### src/rtl/donut.sv
// Shaded-torus pixel generator: 2-stage pipeline from raster position to luma/visibility.
// Optional DONUT_SPIN_EN advances the shading angle once per frame at vblank start.
module donut (
    input  logic        clk50,
    input  logic        rst_n,
    input  logic [10:0] h_count,
    input  logic [9:0]  v_count,
    input  logic        frame,
    output logic [5:0]  donut_luma,
    output logic        donut_visible
);

    function automatic logic signed [7:0] sine_rom(input logic [5:0] idx);
        case (idx)
            6'd0:  sine_rom = 8'sd0;
            6'd1:  sine_rom = 8'sd12;
            6'd2:  sine_rom = 8'sd25;
            6'd3:  sine_rom = 8'sd37;
            6'd4:  sine_rom = 8'sd49;
            6'd5:  sine_rom = 8'sd60;
            6'd6:  sine_rom = 8'sd71;
            6'd7:  sine_rom = 8'sd81;
            6'd8:  sine_rom = 8'sd90;
            6'd9:  sine_rom = 8'sd98;
            6'd10: sine_rom = 8'sd106;
            6'd11: sine_rom = 8'sd112;
            6'd12: sine_rom = 8'sd117;
            6'd13: sine_rom = 8'sd122;
            6'd14: sine_rom = 8'sd125;
            6'd15: sine_rom = 8'sd126;
            6'd16: sine_rom = 8'sd127;
            6'd17: sine_rom = 8'sd126;
            6'd18: sine_rom = 8'sd125;
            6'd19: sine_rom = 8'sd122;
            6'd20: sine_rom = 8'sd117;
            6'd21: sine_rom = 8'sd112;
            6'd22: sine_rom = 8'sd106;
            6'd23: sine_rom = 8'sd98;
            6'd24: sine_rom = 8'sd90;
            6'd25: sine_rom = 8'sd81;
            6'd26: sine_rom = 8'sd71;
            6'd27: sine_rom = 8'sd60;
            6'd28: sine_rom = 8'sd49;
            6'd29: sine_rom = 8'sd37;
            6'd30: sine_rom = 8'sd25;
            6'd31: sine_rom = 8'sd12;
            6'd32: sine_rom = 8'sd0;
            6'd33: sine_rom = -8'sd12;
            6'd34: sine_rom = -8'sd25;
            6'd35: sine_rom = -8'sd37;
            6'd36: sine_rom = -8'sd49;
            6'd37: sine_rom = -8'sd60;
            6'd38: sine_rom = -8'sd71;
            6'd39: sine_rom = -8'sd81;
            6'd40: sine_rom = -8'sd90;
            6'd41: sine_rom = -8'sd98;
            6'd42: sine_rom = -8'sd106;
            6'd43: sine_rom = -8'sd112;
            6'd44: sine_rom = -8'sd117;
            6'd45: sine_rom = -8'sd122;
            6'd46: sine_rom = -8'sd125;
            6'd47: sine_rom = -8'sd126;
            6'd48: sine_rom = -8'sd127;
            6'd49: sine_rom = -8'sd126;
            6'd50: sine_rom = -8'sd125;
            6'd51: sine_rom = -8'sd122;
            6'd52: sine_rom = -8'sd117;
            6'd53: sine_rom = -8'sd112;
            6'd54: sine_rom = -8'sd106;
            6'd55: sine_rom = -8'sd98;
            6'd56: sine_rom = -8'sd90;
            6'd57: sine_rom = -8'sd81;
            6'd58: sine_rom = -8'sd71;
            6'd59: sine_rom = -8'sd60;
            6'd60: sine_rom = -8'sd49;
            6'd61: sine_rom = -8'sd37;
            6'd62: sine_rom = -8'sd25;
            6'd63: sine_rom = -8'sd12;
        endcase
    endfunction

    logic [7:0]         angle;
    logic [5:0]         rom_idx;
    logic signed [7:0]  sin_val;
    logic signed [7:0]  cos_val;

    logic signed [10:0] dx;
    logic signed [10:0] dy;
    logic signed [19:0] dx_ext;
    logic signed [19:0] dy_ext;
    logic signed [19:0] dx_sq;
    logic signed [19:0] dy_sq;
    logic signed [19:0] dot_sum;
    logic signed [19:0] dot_shift;
    logic [19:0]        r2_d;
    logic               active_d;
    logic               unused_bits;

    logic [19:0]        s1_r2;
    logic signed [10:0] s1_dot;
    logic               s1_active;
    logic               s1_frame;

    logic               vis_d;
    logic [19:0]        ring_diff;
    logic [11:0]        t;
    logic signed [13:0] base_full;
    logic [6:0]         base7;
    logic [7:0]         luma_sum;
    logic [6:0]         luma_half;
    logic [5:0]         luma_d;

    // Angle only moves at vblank start so shading is constant across a frame.
`ifdef DONUT_SPIN_EN
    always_ff @(posedge clk50 or negedge rst_n) begin
        if (!rst_n) begin
            angle <= '0;
        end else if (h_count == 11'd0 && v_count == 10'd480) begin
            angle <= angle + 8'd1;
        end
    end
`else
    always_ff @(posedge clk50 or negedge rst_n) begin
        if (!rst_n) begin
            angle <= '0;
        end else begin
            angle <= '0;
        end
    end
`endif

    assign rom_idx     = angle[7:2];
    assign sin_val     = sine_rom(rom_idx);
    assign cos_val     = sine_rom(rom_idx + 6'd16);
    assign unused_bits = ^{h_count[0], angle[1:0]};

    // Stage 0: centre-relative coordinates, squared radius and light dot product.
    always_comb begin
        dx        = $signed({1'b0, h_count[10:1]}) - 11'sd320;
        dy        = $signed({1'b0, v_count}) - 11'sd240;
        dx_ext    = {{9{dx[10]}}, dx};
        dy_ext    = {{9{dy[10]}}, dy};
        dx_sq     = dx_ext * dx_ext;
        dy_sq     = dy_ext * dy_ext;
        r2_d      = dx_sq + dy_sq;
        dot_sum   = dx_ext * {{12{cos_val[7]}}, cos_val}
                  + dy_ext * {{12{sin_val[7]}}, sin_val};
        dot_shift = dot_sum >>> 9;
        active_d  = (h_count < 11'd1280) && (v_count < 10'd480);
    end

    always_ff @(posedge clk50 or negedge rst_n) begin
        if (!rst_n) begin
            s1_r2     <= '0;
            s1_dot    <= '0;
            s1_active <= 1'b0;
            s1_frame  <= 1'b0;
        end else begin
            s1_r2     <= r2_d;
            s1_dot    <= 11'(dot_shift);
            s1_active <= active_d;
            s1_frame  <= frame;
        end
    end

    // Stage 1: ring membership, distance-from-tube-centre falloff, clamp and dither.
    always_comb begin
        vis_d     = s1_active && (s1_r2 >= 20'd3600) && (s1_r2 <= 20'd32400);
        ring_diff = (s1_r2 >= 20'd14400) ? (s1_r2 - 20'd14400) : (20'd14400 - s1_r2);
        t         = 12'(ring_diff >> 8);
        base_full = 14'sd64 + 14'(s1_dot) - $signed({2'b00, t});
        if (base_full < 14'sd0) begin
            base7 = '0;
        end else if (base_full > 14'sd127) begin
            base7 = 7'd127;
        end else begin
            base7 = 7'(base_full);
        end
        luma_sum  = {1'b0, base7} + {7'b0, s1_frame};
        luma_half = 7'(luma_sum >> 1);
        luma_d    = '0;
        if (vis_d) begin
            luma_d = (luma_half > 7'd63) ? 6'd63 : 6'(luma_half);
        end
    end

    always_ff @(posedge clk50 or negedge rst_n) begin
        if (!rst_n) begin
            donut_luma    <= '0;
            donut_visible <= 1'b0;
        end else begin
            donut_luma    <= luma_d;
            donut_visible <= vis_d;
        end
    end

endmodule

### config.mk
export PLATFORM = sky130hd
export DESIGN_NAME = donut
export DESIGN_NICKNAME = d
export VERILOG_FILES = /design/src/rtl/donut.sv
export SDC_FILE = /design/constraint.sdc
export NUM_CORES = 1
export LEC_CHECK = 0
export ABC_AREA = 1
export BUFFER_PORTS_ARGS = -buffer_cell sky130_fd_sc_hd__buf_4
export CAP_MARGIN = 20
export CORE_MARGIN = 2
export CORE_UTILIZATION = 65
export CTS_BUF_LIST = sky130_fd_sc_hd__clkbuf_8 sky130_fd_sc_hd__clkbuf_16
export CTS_CLUSTER_SIZE = 12
export DETAILED_ROUTE_END_ITERATION = 8
export PLACE_DENSITY = 0.82
export SYNTH_ARGS = -nofsm -noshare
export SYNTH_HDL_FRONTEND = slang
export SYNTH_SLANG_ARGS = --single-unit
export TNS_END_PERCENT = 20
### constraint.sdc
create_clock -name clk50 -period 7.25 [get_ports clk50]
set_input_delay 2.175 -clock clk50 [delete_from_list [all_inputs] [get_ports clk50]]
set_output_delay 2.175 -clock clk50 [all_outputs]
set_load 0.02 [all_outputs]
==> results.md <==
* I/O pins at 31
* GRT Overall Usage at about a third
* DR DRC count at 0
* Seq. cell area at about 0.001 mm^2
* Setup WS pre-CTS at -1.09 ns
* Diodes inserted at 0
* Commonest cells after routing, fill and taps aside: inv_1, fa_1, buf_4, ha_1, nand2_1
* Worst skew pair latency at between 0.2 and 0.3 ns
* H-tree levels at 2
* FMAX at approximately 120 MHz
* Fin util at between 80% and 90%
* FILL cells at 1032
* Fin worst setup slack at -0.808 ns
* Initial Util at 66.5%
* Commonest non-fill, non-tap cell in the layout: inv_1
* Failing checks: setup timing
* Syn Area/Cell at approximately 8.9 um^2
* Final WL at roughly 34 mm
* Yosys cell types at 42
* Slew margin rel. at roughly 60%
* MaxCap Viol Count at 0
* Critical path capture point type: register
* Footprint of the multi-input gates at approximately 0.010 mm^2
* Post-synthesis net count at 1842
* Area growth syn-to-layout at 22.8%
* Setup crit start kind: primary input
* Critical path class: in2reg
* Status: finished, violations left
* #FFs+latches synth at 40
* Sequential area share after synthesis at under 10%
* Routed vias/inst at between 5 and 6
* Placement row count at 50
* Clk slew on worst S/H paths at around 0.06 ns
* Final nets at between 2k and 2.5k
* CTS tree: done
* Worst Path Max Fanout at 6
* Port buffer count at 29
* Clock Sinks at 40
* Hold Path Class: reg2reg
* Largest net degree at the start of global routing at between 40 and 50
* Hold WS at approximately 0.77 ns
* DIE WIDTH at 143 um
* Worst-Margin Slew at about 0.61 ns
* Vias at between 10k and 15k
* Placer Congestion at 0.915
* Total CTS buffers at 5
* CTS root buffer: clkbuf_16
* RSZ-0062 raised after global routing: yes
* Worst path required time at 7.42 ns
* Final setup fails at 10
* Hpwl dp at 24.2 mm
* WL/cell at around 18 um
* Post-Synthesis Cells at 1407
* CTS Buffer Depth at 2
* Worst path arrival time at between 8 and 9 ns
* Slew Limit Fails at 0
* Layout cells sized above 1 at 24.2%
* First-pass GRT wire length at between 50 and 60 mm
* Hold Vio Cnt, Final at 0
* Period minus WS final at between 8 and 9 ns
* Core area at approximately 0.019 mm^2
* 1st-iter DRT viols at 683
* Antenna violations before repair at 0
* Vias in the first global route at roughly 11k
* Clock skew at approximately 0.0046 ns
* ANT nets after route at 0
* Period utilization at 111%
* Mapped cell area at around 0.012 mm^2
* Die Ht at around 140 um
* Die area at around 0.020 mm^2
* GR Overflow Total at 0
* Synth warn at 0
* Initial DRT Pass Iterations at 7
## per-layer routing
layer  global-route usage (%)  up-vias  part of all wire [%]
li1                         -     4545                     -
met1                     38.7     5033                    36
met2                     57.2      496                    51
met3                     3.36      190                   7.0
met4                     12.8        0                   5.9
met5                        0        -                     0
## final cells by class
| type | instances | share of cell area [%] |
|---|---|---|
| repair buffers | 227 | 11.9 |
| multi-input cells | 922 | 67.7 |
| clock buffers | 7 | 0.996 |
| inverters | 434 | 10.7 |
| flip-flops and latches | 40 | 6.53 |
| well taps | 234 | 1.91 |
| clock inverters | 1 | 0.196 |
## cells in the mapped netlist, drive strengths merged
cell type  number  area share (%)
a211oi          7            0.42
xor2           54             3.8
nor3            6            0.24
nand2         152             4.9
o211ai          1           0.060
nor2          137             4.6
a21oi          38             1.6
or2             4            0.20
a21o            2            0.12
nand4           7            0.35
ha            160              16
buf             2           0.090
a22oi           1           0.060
o21a            1           0.060
nand3          44             2.4
clkbuf          9            0.27
a31oi           2            0.10
clkinv          1           0.030
a21boi          1           0.060
dfrtp          40             8.0
nand3b          2            0.12
o31ai           2            0.12
o22ai           1           0.050
xnor2          28             2.0
a221oi          1           0.070
o21bai          4            0.24
o21ai          13            0.52
fa            251              40
conb            2           0.060
a31o            1           0.070
inv           433              13
## sequential cells by signal, indices dropped and copies added, names as in the netlist
signal / cells
donut_luma: 6
donut_visible: 1
s1_active: 1
s1_dot: 11
s1_frame: 1
s1_r2: 20
## logic make-up after synthesis
logic type	synth area share [%]
adders and majority gates	56.3
DFF	8.02
and+or+nand+nor	12.9
other	0.0602
AOI/OAI and AO/OA	3.54
buffers and inverters	13.4
xor gates and xnor gates	5.75
## metrics by stage
stage               setup TNS, ns  instance area [um^2]  std cells
detailed placement         -10.84                 14500       1832
finish                      -6.04                 15300       1865
CTS                         -4.02                 15100       1856
global route                -8.53                 15300       1865
global placement            -9.14                 14500       1832
floorplan                   -6.35                 12700       1407
## path summary, 6_finish.rpt
kind / end / depth (start not counted) / slack, ns / start
worst max-delay path: s1_r2[14]$_DFF_PN0_ / 27 / -0.81 / v_count[5]
worst min-delay path: donut_luma[0]$_DFF_PN0_ / 6 / 0.77 / s1_frame$_DFF_PN0_
worst max register to register: donut_luma[3]$_DFF_PN0_ / 30 / 2.18 / s1_r2[7]$_DFF_PN0_
worst min register to register: donut_luma[0]$_DFF_PN0_ / 6 / 0.77 / s1_frame$_DFF_PN0_
max in group asynchronous: s1_r2[1]$_DFF_PN0_ / 1 / 5.04 / rst_n
min in group asynchronous: s1_dot[6]$_DFF_PN0_ / 1 / 1.85 / rst_n
## what timing repair did
action,4_1_cts,5_1_grt
pin swaps,56,28
hold buffers,0,0
gates resized for setup,65,43
gates cloned,1,0
buffers inserted,15,9
endpoints found under the setup margin,12,19
endpoints found under the hold margin,0,0
## worst max-delay path, stage by stage
cell and delay [ns]:
buf_8 0.11, ha_4 0.16, inv_2 0.05, nor2_2 0.04
or2_4 0.27, nand2_2 0.10, inv_2 0.11, nor2_1 0.19
inv_1 0.09, fa_1 0.56, fa_1 0.48, fa_1 0.59
inv_1 0.07, fa_1 0.49, fa_1 0.49, inv_1 0.05
fa_1 0.48, inv_1 0.05, fa_2 0.58, ha_4 0.22
a21oi_2 0.13, nor2_1 0.07, a211oi_2 0.17, o21ai_2 0.11
buf_4 0.14, buf_4 0.12, xor2_1 0.14
Power is not shown: default switching activity piles up to over one toggle a cycle in this logic, so the estimate is an artifact.
